--- src/rtl/alu_sequencer.sv ---
// Fetch/execute control sequencer for one register-to-register ALU instruction per start.
// Optional two-word HI/LO writeback for mul/div is enabled by defining ALU_SEQ_MULDIV_EN.
module alu_sequencer #(
  parameter int unsigned DATA_W   = 32,
  parameter int unsigned NREG     = 16,
  parameter int unsigned OPCODE_W = 5,
  parameter int unsigned RSEL_W   = $clog2(NREG)
) (
  input  logic                Clock,
  input  logic                Clear_n,
  input  logic                start,
  input  logic                mem_ready,
  input  logic [DATA_W-1:0]   ir,
  output logic                PCout,
  output logic                MARin,
  output logic                IncPC,
  output logic                PCin,
  output logic                Read,
  output logic                MDRin,
  output logic                MDRout,
  output logic                IRin,
  output logic                Yin,
  output logic                Zin,
  output logic                Zlowout,
  output logic                Zhighout,
  output logic                HIin,
  output logic                LOin,
  output logic [NREG-1:0]     Rin,
  output logic [NREG-1:0]     Rout,
  output logic [OPCODE_W-1:0] alu_op,
  output logic                busy,
  output logic                done,
  output logic                fault
);

  localparam int unsigned RA_HI = DATA_W - 1 - OPCODE_W;
  localparam int unsigned RB_HI = RA_HI - RSEL_W;
  localparam int unsigned RC_HI = RB_HI - RSEL_W;
  localparam int unsigned LOW_W = RC_HI + 1 - RSEL_W;

  typedef enum logic [3:0] {
    S_IDLE, S_T0, S_T1, S_T2, S_T3, S_DEC, S_T4, S_T5, S_T6, S_T7, S_FAULT
  } state_t;

  typedef struct packed {
    logic pc_out;
    logic mar_in;
    logic inc_pc;
    logic pc_in;
    logic read;
    logic mdr_in;
    logic mdr_out;
    logic ir_in;
    logic y_in;
    logic z_in;
    logic zlow_out;
    logic zhigh_out;
    logic hi_in;
    logic lo_in;
  } strobe_t;

  state_t                state_q, state_d;
  strobe_t               strb_q, strb_d;
  logic [NREG-1:0]       rin_q, rin_d, rout_q, rout_d;
  logic [OPCODE_W-1:0]   op_q, op_d;
  logic                  busy_q, busy_d, done_q, done_d, fault_q, fault_d;

  logic [OPCODE_W-1:0]   op;
  logic [RSEL_W-1:0]     ra, rb, rc;
  logic                  legal;
  logic                  muldiv;

  // Instruction field decode
  assign op = ir[DATA_W-1 -: OPCODE_W];
  assign ra = ir[RA_HI -: RSEL_W];
  assign rb = ir[RB_HI -: RSEL_W];
  assign rc = ir[RC_HI -: RSEL_W];

  if (LOW_W > 0) begin : g_unused
    logic unused_ir_low;
    assign unused_ir_low = ^ir[LOW_W-1:0];
  end

`ifdef ALU_SEQ_MULDIV_EN
  assign muldiv = (op == OPCODE_W'(15)) || (op == OPCODE_W'(16));
`else
  assign muldiv = 1'b0;
`endif
  assign legal = ((op >= OPCODE_W'(3)) && (op <= OPCODE_W'(11))) || muldiv;

  // Next state plus registered Moore outputs decoded from the state being entered
  always_comb begin
    state_d = state_q;
    strb_d  = '0;
    rin_d   = '0;
    rout_d  = '0;
    op_d    = '0;
    done_d  = 1'b0;
    fault_d = fault_q;

    case (state_q)
      S_IDLE:  if (start) begin
                 state_d = S_T0;
                 fault_d = 1'b0;
               end
      S_T0:    state_d = S_T1;
      S_T1:    state_d = S_T2;
      S_T2:    if (mem_ready) state_d = S_T3;
      S_T3:    state_d = S_DEC;
      S_DEC:   state_d = legal ? S_T4 : S_FAULT;
      S_T4:    state_d = S_T5;
      S_T5:    state_d = S_T6;
      S_T6:    state_d = muldiv ? S_T7 : S_IDLE;
      default: state_d = S_IDLE;
    endcase

    case (state_d)
      S_T0: begin
        strb_d.pc_out = 1'b1;
        strb_d.mar_in = 1'b1;
        strb_d.inc_pc = 1'b1;
        strb_d.z_in   = 1'b1;
      end
      S_T1: begin
        strb_d.zlow_out = 1'b1;
        strb_d.pc_in    = 1'b1;
      end
      S_T2: begin
        strb_d.read   = 1'b1;
        strb_d.mdr_in = 1'b1;
      end
      S_T3: begin
        strb_d.mdr_out = 1'b1;
        strb_d.ir_in   = 1'b1;
      end
      S_T4: begin
        rout_d      = NREG'(1) << rb;
        strb_d.y_in = 1'b1;
      end
      S_T5: begin
        rout_d      = NREG'(1) << rc;
        op_d        = op;
        strb_d.z_in = 1'b1;
      end
      S_T6: begin
        strb_d.zlow_out = 1'b1;
        if (muldiv) begin
          strb_d.lo_in = 1'b1;
        end else begin
          rin_d  = NREG'(1) << ra;
          done_d = 1'b1;
        end
      end
`ifdef ALU_SEQ_MULDIV_EN
      S_T7: begin
        strb_d.zhigh_out = 1'b1;
        strb_d.hi_in     = 1'b1;
        done_d           = 1'b1;
      end
`endif
      S_FAULT: begin
        done_d  = 1'b1;
        fault_d = 1'b1;
      end
      default: ;
    endcase

    busy_d = (state_d != S_IDLE);
  end

  // State and output registers
  always_ff @(posedge Clock or negedge Clear_n) begin
    if (!Clear_n) begin
      state_q <= S_IDLE;
      strb_q  <= '0;
      rin_q   <= '0;
      rout_q  <= '0;
      op_q    <= '0;
      busy_q  <= 1'b0;
      done_q  <= 1'b0;
      fault_q <= 1'b0;
    end else begin
      state_q <= state_d;
      strb_q  <= strb_d;
      rin_q   <= rin_d;
      rout_q  <= rout_d;
      op_q    <= op_d;
      busy_q  <= busy_d;
      done_q  <= done_d;
      fault_q <= fault_d;
    end
  end

  assign PCout    = strb_q.pc_out;
  assign MARin    = strb_q.mar_in;
  assign IncPC    = strb_q.inc_pc;
  assign PCin     = strb_q.pc_in;
  assign Read     = strb_q.read;
  assign MDRin    = strb_q.mdr_in;
  assign MDRout   = strb_q.mdr_out;
  assign IRin     = strb_q.ir_in;
  assign Yin      = strb_q.y_in;
  assign Zin      = strb_q.z_in;
  assign Zlowout  = strb_q.zlow_out;
  assign Zhighout = strb_q.zhigh_out;
  assign HIin     = strb_q.hi_in;
  assign LOin     = strb_q.lo_in;
  assign Rin      = rin_q;
  assign Rout     = rout_q;
  assign alu_op   = op_q;
  assign busy     = busy_q;
  assign done     = done_q;
  assign fault    = fault_q;

endmodule
--- config.mk ---
export PLATFORM = sky130hd
export DESIGN_NAME = alu_sequencer
export DESIGN_NICKNAME = d
export VERILOG_FILES = /design/src/rtl/alu_sequencer.sv
export SDC_FILE = /design/constraint.sdc
export NUM_CORES = 1
export LEC_CHECK = 0
export ABC_AREA = 1
export BUFFER_PORTS_ARGS = -buffer_cell sky130_fd_sc_hd__buf_2
export CORE_ASPECT_RATIO = 1.25
export CORE_MARGIN = 4
export CORE_UTILIZATION = 46
export DETAILED_ROUTE_END_ITERATION = 16
export GPL_ROUTABILITY_DRIVEN = 0
export PLACE_DENSITY = 0.83
export SETUP_SLACK_MARGIN = 0.2
export SLEW_MARGIN = 40
export SYNTH_ARGS = -nofsm -noshare
export SYNTH_HDL_FRONTEND = slang
export SYNTH_SLANG_ARGS = --single-unit
--- constraint.sdc ---
create_clock -name Clock -period 1.8 [get_ports Clock]
set_clock_uncertainty 0.15 [all_clocks]
set_input_delay 0.09 -clock Clock [delete_from_list [all_inputs] [get_ports Clock]]
set_output_delay 0.09 -clock Clock [all_outputs]
set_load 0.02 [all_outputs]
# After elaboration in Yosys (flattened, before gate mapping)
# Index checks and enable logic that the tools add are counted.
word_totals:
  reg_bits: 55
  in_bits: 36
  output_inout_bits: 54
  elab_cells: 65
op_classes:
  magnitude_cmp: 2
  eq_ne: 15
  shifts: 3
  n_mux: 18
  reduce_logical: 9
op_table:
  columns: ["op", "count"]
  rows:
  - ["$shl 1x4->16 const A", 3]
  - ["$pmux 16 s2", 1]
  - ["$pmux 4 s8", 1]
  - ["$eq 4x3->1 const B", 7]
  - ["$eq 4x2->1 const B", 4]
  - ["$mux 16", 1]
  - ["$mux 4", 3]
  - ["$eq 4x1->1 const B", 2]
  - ["$eq 4x4->1 const B", 2]
  - ["$mux 1", 8]
  - ["$reduce_or 2->1", 3]
  - ["$ge 5x2->1 const B", 1]
  - ["$le 5x4->1 const B", 1]
  - ["$mux 5", 1]
  - ["$logic_not 4->1", 1]
  - ["$mux 2", 2]
  - ["$reduce_bool 2->1", 2]
  - ["$reduce_bool 4->1", 1]
  - ["$mux 3", 1]
  - ["$reduce_and 2->1", 1]
  - ["$logic_and 1x1->1", 1]

# Depth between registers and ports, before layout
# Gate-level depths: netlist of the first run.
logic_depth:
  word_depth: 7
  ltp_mapped: 8
  depth_no_buf: 8

# Least setup slack after synthesis of the first run
# OpenSTA, ideal clock, no wires.
synth_timing:
  path_kind: "reg-to-reg"
  start: "register state_q[1]"
  end: "register rout_q[10], in the netlist Rout[10]"
  setup_time_ns: 0.118
  t_arrival_ns: 1.137
  required_ns: 1.532
  slack_ns: 0.396
  path_stages_with_launch: 9
  path_buffers: 1
  period_less_slack_ns: 1.404
  path_cell_list: "dfrtp_1 inv_2 nor2_2 nand2_2 buf_6 nand2_1 nand2_2 nand3_1 nor2_1"
synth_between:
  elab_chain_cells: 4
  word_cells_on_any_way: 14
  cone_classes: "9 x eq/ne; 4 x mux; 1 x reduce/logical"
synth_rtl:
  columns: ["element", "line_no", "source"]
  rows:
  - ["from (decl)", "62", "state_t state_q, state_d;"]
  - ["from (signal assigned)", "183", "state_q <= state_d;"]
  - ["$eq 4x3->1, or another cell as far along", "101", "case (state_q)"]
  - ["$pmux 4 s8 (*)", "101", null]
  - ["$eq 4x3->1", "117", "case (state_d)"]
  - ["$pmux 16 s2 (*)", "117", null]
  - ["via rout_d[10]", "64", "logic [NREG-1:0] rin_q, rin_d, rout_q, rout_d;"]
  - ["to (signal assigned)", "186", "rout_q <= rout_d;"]
  - ["to (decl)", "64", null]
# Mark *: on every way through the listed nets, which the timed path passes. The rest lies on a longest branch.
# A chain may end at the register's enable or synchronous reset.

# Worst setup path in the final report of the first run
layout_timing:
  start: "register state_q[3]"
  end: "register rout_q[7], in the netlist Rout[7]"
# The elaborated chain is that of the path after synthesis.

==> results.sh, run 1 <==
export IMPL_status="finished clean"
export IMPL_first_iter_violations=51
export IMPL_cp_required_ps=1880
export IMPL_worstSetupPathType="register to register"
export IMPL_synth_most_common_cell="dfrtp_1"
export IMPL_yosysSeqAreaShare_pct=62.9
export IMPL_power_switching_mw=1.12
export IMPL_power_frac_comb_pct=34.6
export IMPL_setup_viol=0
export IMPL_avgRoutedWirePerCell_um=12.1
export IMPL_synth_cell_types=21
export IMPL_netlist_area_leader_share_pct=62.9
export IMPL_whs_path_depth=4
export IMPL_ant_nets=0
export IMPL_critPathCaptureType="register"
export IMPL_grt_max_degree=24
export IMPL_nNetsFinal=330
export IMPL_hold_path_class="input pin to register"
export IMPL_clk_latency_ps=300
export IMPL_seqPwrFrac_pct=45.3
export IMPL_hp_start="ir[18]"
export IMPL_grt_usage_pct=16.6
export IMPL_min_period_over_period_pct=84.3
export IMPL_drive_gt1_share_pct=37.3
export IMPL_syn_area_mm2=0.00203
export IMPL_pwr_share_clk_pct=20.0
export IMPL_die_h_um=82.2
export IMPL_synth_top_area_cell="dfrtp_1"
export IMPL_hold_viol_final=0
export IMPL_async_reset_ff_share_pct=100
export IMPL_grt_ovfl_total=0
export IMPL_synth_area_leaders="dfrtp_1 (63%), nor2_1 (6.7%), nand2_1 (6.3%), nand3_1 (5.4%), inv_1 (4.3%)"
export IMPL_root_buffer="clkbuf_8"
export IMPL_clkSinkCount=51
export IMPL_rows=26
export IMPL_port_buffers=71
export IMPL_synth_edff_count=0
export IMPL_ff2ff_path_depth=7
export IMPL_final_util_pct=64.0
export IMPL_ys_ff_latch=51
export IMPL_diodes=0
export IMPL_initial_core_util_pct=48.7
export IMPL_synth_area_per_cell_um2=9.89
export IMPL_max_freq_mhz=659
export IMPL_timing_rr_start="state_q[3]"
export IMPL_cts_htree_levels=2
export IMPL_antenna_found_initial=0
export IMPL_period_needed_ps=1520
export IMPL_leakage_nw=1.58
export IMPL_drc_errors=0
export IMPL_io_pins=90
export IMPL_tns_ps=0
export IMPL_yosys_top_cells_count="dfrtp_1 (51), nor2_1 (36), nand2_1 (34), inv_1 (23), nand3_1 (22)"
export IMPL_startpoint_type="register"
export IMPL_drv_cap=0
export IMPL_grt_setup_unrepaired="yes"
export IMPL_crit_start="state_q[3]"
export IMPL_drv_slew=0
export IMPL_swShare_pct=37.1
export IMPL_syn_inst=205
export IMPL_intPower_mw=1.90
export IMPL_avgViaCountPerCell=4.54
export IMPL_fill_cells=337
export IMPL_vdd_ir_drop_max_mv=0.529
export IMPL_p_per_area_mw_per_mm2=1130
export IMPL_numCtsBuffers=5
export IMPL_clk_pin_slew_ps=90
export IMPL_die_w_um=67.4
export IMPL_clk_path_buf_depth=2
export IMPL_dieArea_mm2=0.00554
export IMPL_cts_tree="yes"
export IMPL_grt_pass1_wl_um=6800
export IMPL_dr_pass1_iters=4
export IMPL_core_area_mm2=0.00416
export IMPL_synthFlopType="dfrtp_1"
export IMPL_drt_total_wl_um=4240
export IMPL_cp_max_fo=8
export IMPL_ys_warn_count=0
export IMPL_hpwl_um=3200
export IMPL_vias=1595
export IMPL_area_growth_pct=31.3
export IMPL_grt_pass1_vias=1586
export IMPL_arrival_ps=1600
[critical path: stages (launching register included)]
cell and delay, ps:
dfrtp_1 410, inv_1 60, nand2_1 140, nor2_2 230, nand3_4 130, nand2_8 100
nand2_4 80, nor2_1 140
[path summary, 6_finish.rpt]
path,to,slack [ps]
hold reg to reg,fault,350
setup reg to reg,Rout[7],280
min in group asynchronous,state_q[2],120
setup / recovery,Rout[7],280
max in group asynchronous,Rout[0],790
hold / removal,Rout[6],10
[layout make-up]
cell class	count	area [um^2]	area share, %
Clock buffer	7	76.3	2.87
Clock inverter	1	5.00	0.188
Inverter	26	97.6	3.66
Multi-Input combinational cell	121	617	23.2
Sequential cell	51	1280	48.0
Tap cell	56	70.1	2.63
Timing Repair Buffer	89	520	19.5
[state kept, by name, summed over array words and instances (netlist names)]
signal	flops
Zlowout	1
MDRin	1
state_q	4
busy	1
Rin	16
IRin	1
PCin	1
fault	1
Rout	16
Zin	1
alu_op	5
done	1
IncPC	1
Yin	1
[kinds of logic (layout without fill, tap and decap cells)]
| logic type | after synthesis | count (layout) | synth area share, % |
|---|---|---|---|
| AND/OR/NAND/NOR | 115 | 115 | 27.5 |
| flip-flops | 51 | 51 | 62.9 |
| buffers and inverters | 35 | 123 | 8.51 |
| AO/OA/AOI/OAI | 3 | 3 | 0.925 |
| other | 1 | 3 | 0.185 |
[power groups by stage]
stage,clock network (mW),logic [mW],registers (mW)
final,0.603,1.04,1.37
after global routing,0.667,1.17,1.39
after CTS,0.618,1.02,1.36
after detailed placement,0,0.980,1.38
after global placement,0,0.956,1.38
after floorplan,0,0.593,1.50
[metrics by stage]
step	cell area (um^2)	cells	hold WS, ps	setup slack (ps)	power, mW
after floorplan	2040	207	-356	396	2.09
after global placement	2420	330	-81.1	274	2.34
after detailed placement	2420	330	-79.7	203	2.36
after CTS	2620	349	11.0	244	3.00
after global routing	2660	351	18.9	194	3.22
final	2660	351	12.2	283	3.01
[per-layer routing]
layer | track usage, % | wire length [um] | up-vias
li1 | - | - | 791
met1 | 17.5 | 1550 | 743
met2 | 30.4 | 2280 | 53
met3 | 4.47 | 324 | 8
met4 | 7.30 | 92 | 0
met5 | 0 | 0 | -
[cells in the final DEF (no fill, tap or decap), types with 2 or more instances in the layout]
cell type and instances:
buf_2 71, dfrtp_1 50, nor2_1 34, nand2_1 34
inv_1 23, nand3_1 22, dlygate4sd3_1 12, nor2_2 10
buf_4 6, clkbuf_8 5, inv_2 3, nand2_4 3
nand2_2 3, conb_1 3, nor2_4 2, nand3b_1 2
clkbuf_1 2
[timing repair]
action,in CTS,in global routing
pin swaps,0,1
endpoints found under the hold margin,41,4
buffers inserted,0,1
setup endpoints to repair,2,23
resized for setup,2,6
hold buffers,11,1
Power figures use the tool's default switching activity.
==> run 2, diff against run 1 <==
--- a/config.mk
+++ b/config.mk
@@ -5,14 +5,14 @@
 export SDC_FILE = /design/constraint.sdc
 export NUM_CORES = 1
 export LEC_CHECK = 0
-export ABC_AREA = 1
+export ABC_AREA = 0
 export BUFFER_PORTS_ARGS = -buffer_cell sky130_fd_sc_hd__buf_2
 export CORE_ASPECT_RATIO = 1.25
 export CORE_MARGIN = 4
-export CORE_UTILIZATION = 46
+export CORE_UTILIZATION = 41
 export DETAILED_ROUTE_END_ITERATION = 16
 export GPL_ROUTABILITY_DRIVEN = 0
-export PLACE_DENSITY = 0.83
+export PLACE_DENSITY = 0.79
 export SETUP_SLACK_MARGIN = 0.2
 export SLEW_MARGIN = 40
 export SYNTH_ARGS = -nofsm -noshare
==> constraint.sdc (replaced) <==
create_clock -name Clock -period 1.3 [get_ports Clock]
set_clock_uncertainty 0.15 [all_clocks]
set_input_delay 0.065 -clock Clock [delete_from_list [all_inputs] [get_ports Clock]]
set_output_delay 0.065 -clock Clock [all_outputs]
set_load 0.02 [all_outputs]
==> results.sh, run 2 <==
export IMPL_status="finished with violations"
export IMPL_failed_checks="setup timing"
export IMPL_final_cells=345
export IMPL_rows=28
export IMPL_final_util_pct=67.5
export IMPL_dr_pass1_iters=4
export IMPL_hold_path_class="input pin to register"
export IMPL_ys_warn_count=0
export IMPL_vias=1676
export IMPL_synth_cell_types=37
export IMPL_area_growth_pct=59.9
export IMPL_power_mw=5.21
export IMPL_ant_nets=0
export IMPL_grt_ovfl_total=0
export IMPL_clk_path_buf_depth=2
export IMPL_hold_viol_final=0
export IMPL_setup_viol=48
export IMPL_drv_cap=0
export IMPL_whs_path_depth=4
export IMPL_synth_top_area_cell="dfrtp_1"
export IMPL_clk_latency_ps=300
export IMPL_synth_area_per_cell_um2=11.9
export IMPL_synth_area_leaders="dfrtp_1 (64%), a21oi_1 (5.6%), nor2_1 (3.6%), buf_4 (3.0%), and2_1 (1.9%)"
export IMPL_cp_max_fo=6
export IMPL_initial_core_util_pct=42.2
export IMPL_synth_edff_count=0
export IMPL_yosys_top_cells_count="dfrtp_1 (51), a21oi_1 (22), nor2_1 (19), buf_4 (8)"
export IMPL_nNetsFinal=322
export IMPL_clkSinkCount=51
export IMPL_worstSetupPathType="register to register"
export IMPL_io_pins=90
export IMPL_place_inst=307
export IMPL_layout_commonest_cell="buf_2"
export IMPL_drc_errors=0
export IMPL_netlist_area_leader_share_pct=64.4
export IMPL_async_reset_ff_share_pct=100
export IMPL_numCtsBuffers=5
export IMPL_clk_pin_slew_ps=80
export IMPL_cts_tree="yes"
export IMPL_ff2ff_path_depth=4
export IMPL_critPathCaptureType="register"
export IMPL_vdd_ir_drop_max_mv=0.706
export IMPL_hpwl_um=3110
export IMPL_diodes=0
export IMPL_ys_ff_latch=51
export IMPL_syn_area_mm2=0.00198
export IMPL_dieArea_mm2=0.00602
export IMPL_drt_total_wl_um=4970
export IMPL_startpoint_type="register"
export IMPL_grt_pass1_vias=1721
export IMPL_synthFlopType="dfrtp_1"
export IMPL_synth_most_common_cell="dfrtp_1"
export IMPL_avgViaCountPerCell=4.86
export IMPL_drv_slew=0
export IMPL_port_buffers=71
export IMPL_die_w_um=70.2
export IMPL_drive_gt1_share_pct=56.5
export IMPL_avgRoutedWirePerCell_um=14.4
export IMPL_hold_slack_ps=31.6
export IMPL_die_h_um=85.7
export IMPL_grt_max_degree=52
export IMPL_cts_htree_levels=2
export IMPL_max_freq_mhz=625
export IMPL_min_period_over_period_pct=123
export IMPL_fill_cells=340
export IMPL_grt_setup_unrepaired="yes"
export IMPL_final_cell_mix="buf_2 (68), dfrtp_1 (51), buf_6 (28)"
export IMPL_arrival_ps=1670
export IMPL_layout_setup_ws_ps=-301
export IMPL_grt_usage_pct=16.7
export IMPL_root_buffer="clkbuf_8"
export IMPL_antenna_found_initial=0
export IMPL_first_iter_violations=85
export IMPL_cp_required_ps=1370
export IMPL_grt_pass1_wl_um=7840
export IMPL_period_needed_ps=1600
export IMPL_core_area_mm2=0.00469
export IMPL_leakage_nw=1.60
export IMPL_yosysSeqAreaShare_pct=64.4
export IMPL_p_per_area_mw_per_mm2=1640
export IMPL_syn_inst=167
[run 2: where the power goes]
part / internal (mW) / switching [mW] / total (mW)
Combinational: 1.26 / 1.22 / 2.48
Clock: 0.358 / 0.472 / 0.830
Sequential: 1.80 / 0.103 / 1.90
Total: 3.41 / 1.79 / 5.21
[run 2: timing repair]
item                                    in CTS  in global routing
endpoints found under the hold margin       78                  7
hold buffers                                15                  2
gates resized for setup                     41                 31
cloned                                       0                  0
endpoints found under the setup margin      51                 54
pin swaps                                   30                 18
buffers inserted                            12                  3
[run 2: worst max-delay path, cell delays in order, from the launching register on]
cell and delay, ps:
dfrtp_1 430, buf_6 140, a211oi_4 320, nand4_1 280
a21oi_1 210
[run 2: final cells by class]
type | instances | area (um^2) | share of cell area (%)
multi-input cells | 104 | 825 | 26.0
clock inverters | 1 | 7.51 | 0.237
inverters | 1 | 3.75 | 0.118
well taps | 60 | 75.1 | 2.37
clock buffers | 5 | 68.8 | 2.17
flip-flops and latches | 51 | 1280 | 40.3
repair buffers | 123 | 913 | 28.8
[run 2: through the flow]
step	setup slack [ps]	area [um^2]	TNS [ps]
6_report	-301	3170	-9230
5_1_grt	-362	3170	-11400
3_3_place_gp	-238	2540	-4780
3_5_place_dp	-288	2540	-6080
4_1_cts	-264	3020	-7310
2_1_floorplan	-194	2050	-2740
[run 2: layer usage]
metal  routed length, um  GRT usage (%)
met1                1970           19.2
met2                2610           29.1
met3                 313           4.57
met4                  73           6.97
met5                   0              0
[run 2: worst paths after layout]
| check | slack, ps | startpoint | end |
|---|---|---|---|
| setup / recovery | -300 | state_q[1] | Rout[8] |
| hold / removal | 30 | ir[31] | state_q[2] |
| setup reg to reg | -300 | state_q[1] | Rout[8] |
| hold reg to reg | 350 | fault | fault |
| max in group asynchronous | 650 | Clear_n | state_q[2] |
| min in group asynchronous | 130 | Clear_n | busy |
[run 2: logic make-up after synthesis]
family | Yosys count | synth area share, %
buffers and inverters | 14 | 4.73
XOR/XNOR | 1 | 0.442
flip-flops | 51 | 64.4
AO/OA/AOI/OAI | 30 | 8.90
AND/OR/NAND/NOR | 66 | 19.3
multiplexers | 4 | 2.08
other | 1 | 0.189
==> run 3, diff against run 2 <==
--- a/config.mk
+++ b/config.mk
@@ -5,11 +5,12 @@
 export SDC_FILE = /design/constraint.sdc
 export NUM_CORES = 1
 export LEC_CHECK = 0
-export ABC_AREA = 0
 export BUFFER_PORTS_ARGS = -buffer_cell sky130_fd_sc_hd__buf_2
+export CELL_PAD_IN_SITES_DETAIL_PLACEMENT = 0
+export CELL_PAD_IN_SITES_GLOBAL_PLACEMENT = 1
 export CORE_ASPECT_RATIO = 1.25
 export CORE_MARGIN = 4
-export CORE_UTILIZATION = 41
+export CORE_UTILIZATION = 31
 export DETAILED_ROUTE_END_ITERATION = 16
 export GPL_ROUTABILITY_DRIVEN = 0
 export PLACE_DENSITY = 0.79
==> results.sh, run 3 (synthesis results as in run 2) <==
export IMPL_status="finished with violations"
export IMPL_failed_checks="setup timing"
export IMPL_r2r_slack_ps=-300
export IMPL_cts_htree_levels=2
export IMPL_power_switching_mw=1.81
export IMPL_timing_rr_start="state_q[0]"
export IMPL_critPathCaptureType="register"
export IMPL_dieArea_mm2=0.00774
export IMPL_grt_pass1_wl_um=7980
export IMPL_grt_pass1_vias=1726
export IMPL_final_cell_mix="buf_2 (68), dfrtp_1 (50), buf_6 (19)"
export IMPL_die_h_um=97.4
export IMPL_dr_pass1_iters=4
export IMPL_clk_latency_ps=300
export IMPL_rows=32
export IMPL_grt_ovfl_total=0
export IMPL_seqPwrFrac_pct=36.3
export IMPL_hpwl_um=3360
export IMPL_hold_path_class="input pin to register"
export IMPL_numCtsBuffers=5
export IMPL_die_w_um=79.5
export IMPL_hp_start="ir[24]"
export IMPL_power_mw=5.27
export IMPL_arrival_ps=1670
export IMPL_grt_setup_unrepaired="yes"
export IMPL_clkSinkCount=51
export IMPL_antenna_found_initial=0
export IMPL_max_freq_mhz=627
export IMPL_drv_slew=0
export IMPL_pwr_share_clk_pct=17.9
export IMPL_drive_gt1_share_pct=55.7
export IMPL_layout_setup_ws_ps=-296
export IMPL_leakage_nw=1.62
export IMPL_p_per_area_mw_per_mm2=1640
export IMPL_ff2ff_path_depth=4
export IMPL_hold_viol_final=0
export IMPL_port_buffers=71
export IMPL_drc_errors=0
export IMPL_hold_path_endpoint="Rin[7]"
export IMPL_cts_tree="yes"
export IMPL_min_period_over_period_pct=123
export IMPL_drt_total_wl_um=5120
export IMPL_setup_viol=45
export IMPL_clk_path_buf_depth=2
export IMPL_cp_max_fo=13
export IMPL_worstSetupPathType="register to register"
export IMPL_power_frac_comb_pct=45.8
export IMPL_period_needed_ps=1600
export IMPL_tns_ps=-8270
export IMPL_area_growth_pct=62.1
export IMPL_grt_usage_pct=13.1
export IMPL_whs_path_depth=3
export IMPL_root_buffer="clkbuf_8"
export IMPL_first_iter_violations=35
export IMPL_drv_cap=0
export IMPL_r2r_end="Rin[1]"
export IMPL_clk_pin_slew_ps=100
export IMPL_ant_nets=0
export IMPL_cp_required_ps=1380
export IMPL_startpoint_type="register"
export IMPL_nNetsFinal=322
export IMPL_avgViaCountPerCell=4.44
export IMPL_avgRoutedWirePerCell_um=13.8
export IMPL_core_area_mm2=0.00621
export IMPL_intPower_mw=3.47
export IMPL_io_pins=90
export IMPL_diodes=0
export IMPL_layout_commonest_cell="buf_2"
export IMPL_initial_core_util_pct=31.9
export IMPL_swShare_pct=34.3
export IMPL_grt_max_degree=52
export IMPL_vdd_ir_drop_max_mv=0.714
export IMPL_vias=1653
run 3: metrics by stage:
step / utilization, % / hold WS [ps] / cell area, um^2 / instances / setup slack [ps]
2_1_floorplan: - / -381 / 2050 / 169 / -194
3_3_place_gp: 41.5 / -76.4 / 2580 / 333 / -266
3_5_place_dp: 41.5 / -73.5 / 2580 / 333 / -319
4_1_cts: 50.0 / 4.86 / 3100 / 368 / -287
5_1_grt: 51.8 / 4.61 / 3210 / 372 / -355
6_report: 51.8 / 25.3 / 3210 / 372 / -296
run 3: timing repair:
item,CTS,global route
pin swaps,19,7
resized for setup,45,25
endpoints found under the setup margin,51,54
hold buffers,18,0
setup buffers,9,4
hold endpoints to repair,86,0
run 3: layer usage:
| layer | GRT usage [%] | part of all wire [%] | up-vias |
|---|---|---|---|
| li1 | - | - | 796 |
| met2 | 22.4 | 53 | 59 |
| met5 | 0 | 0 | - |
| met4 | 6.88 | 2.1 | 0 |
| met1 | 15.2 | 40 | 790 |
| met3 | 2.69 | 5.3 | 8 |
run 3: cell type report:
type / count / area, um^2
Timing Repair Buffer: 123 / 897
Clock inverter: 1 / 8.76
Clock buffer: 7 / 86.3
Tap cell: 85 / 106
Sequential cell: 51 / 1280
Fill cell: 545 / 2990
Multi-Input combinational cell: 104 / 833
Inverter: 1 / 3.75
run 3: how the worst max path moves through the flow:
stage | from | endpoint | slack [ps]
finish | state_q[0] | Rin[1] | -300
global route | state_q[0] | Rout[0] | -350
CTS | state_q[0] | Rout[3] | -290
detailed placement | state_q[1] | Rout[0] | -320
global placement | state_q[1] | Rout[1] | -270
floorplan | state_q[3] | Rin[0] | -190
run 3: power by group through the flow:
stage / logic (mW) / registers (mW) / clock network, mW
finish: 2.41 / 1.91 / 0.947
global route: 2.57 / 1.94 / 1.06
CTS: 2.18 / 1.91 / 0.986
detailed placement: 1.60 / 1.93 / 0
global placement: 1.58 / 1.92 / 0
floorplan: 0.827 / 2.11 / 0
run 3: worst max-delay path: stages (launching register included):
cell     delay [ps]
dfrtp_1         350
buf_4           200
and4b_2         280
or3b_4          420
nor2_1          120
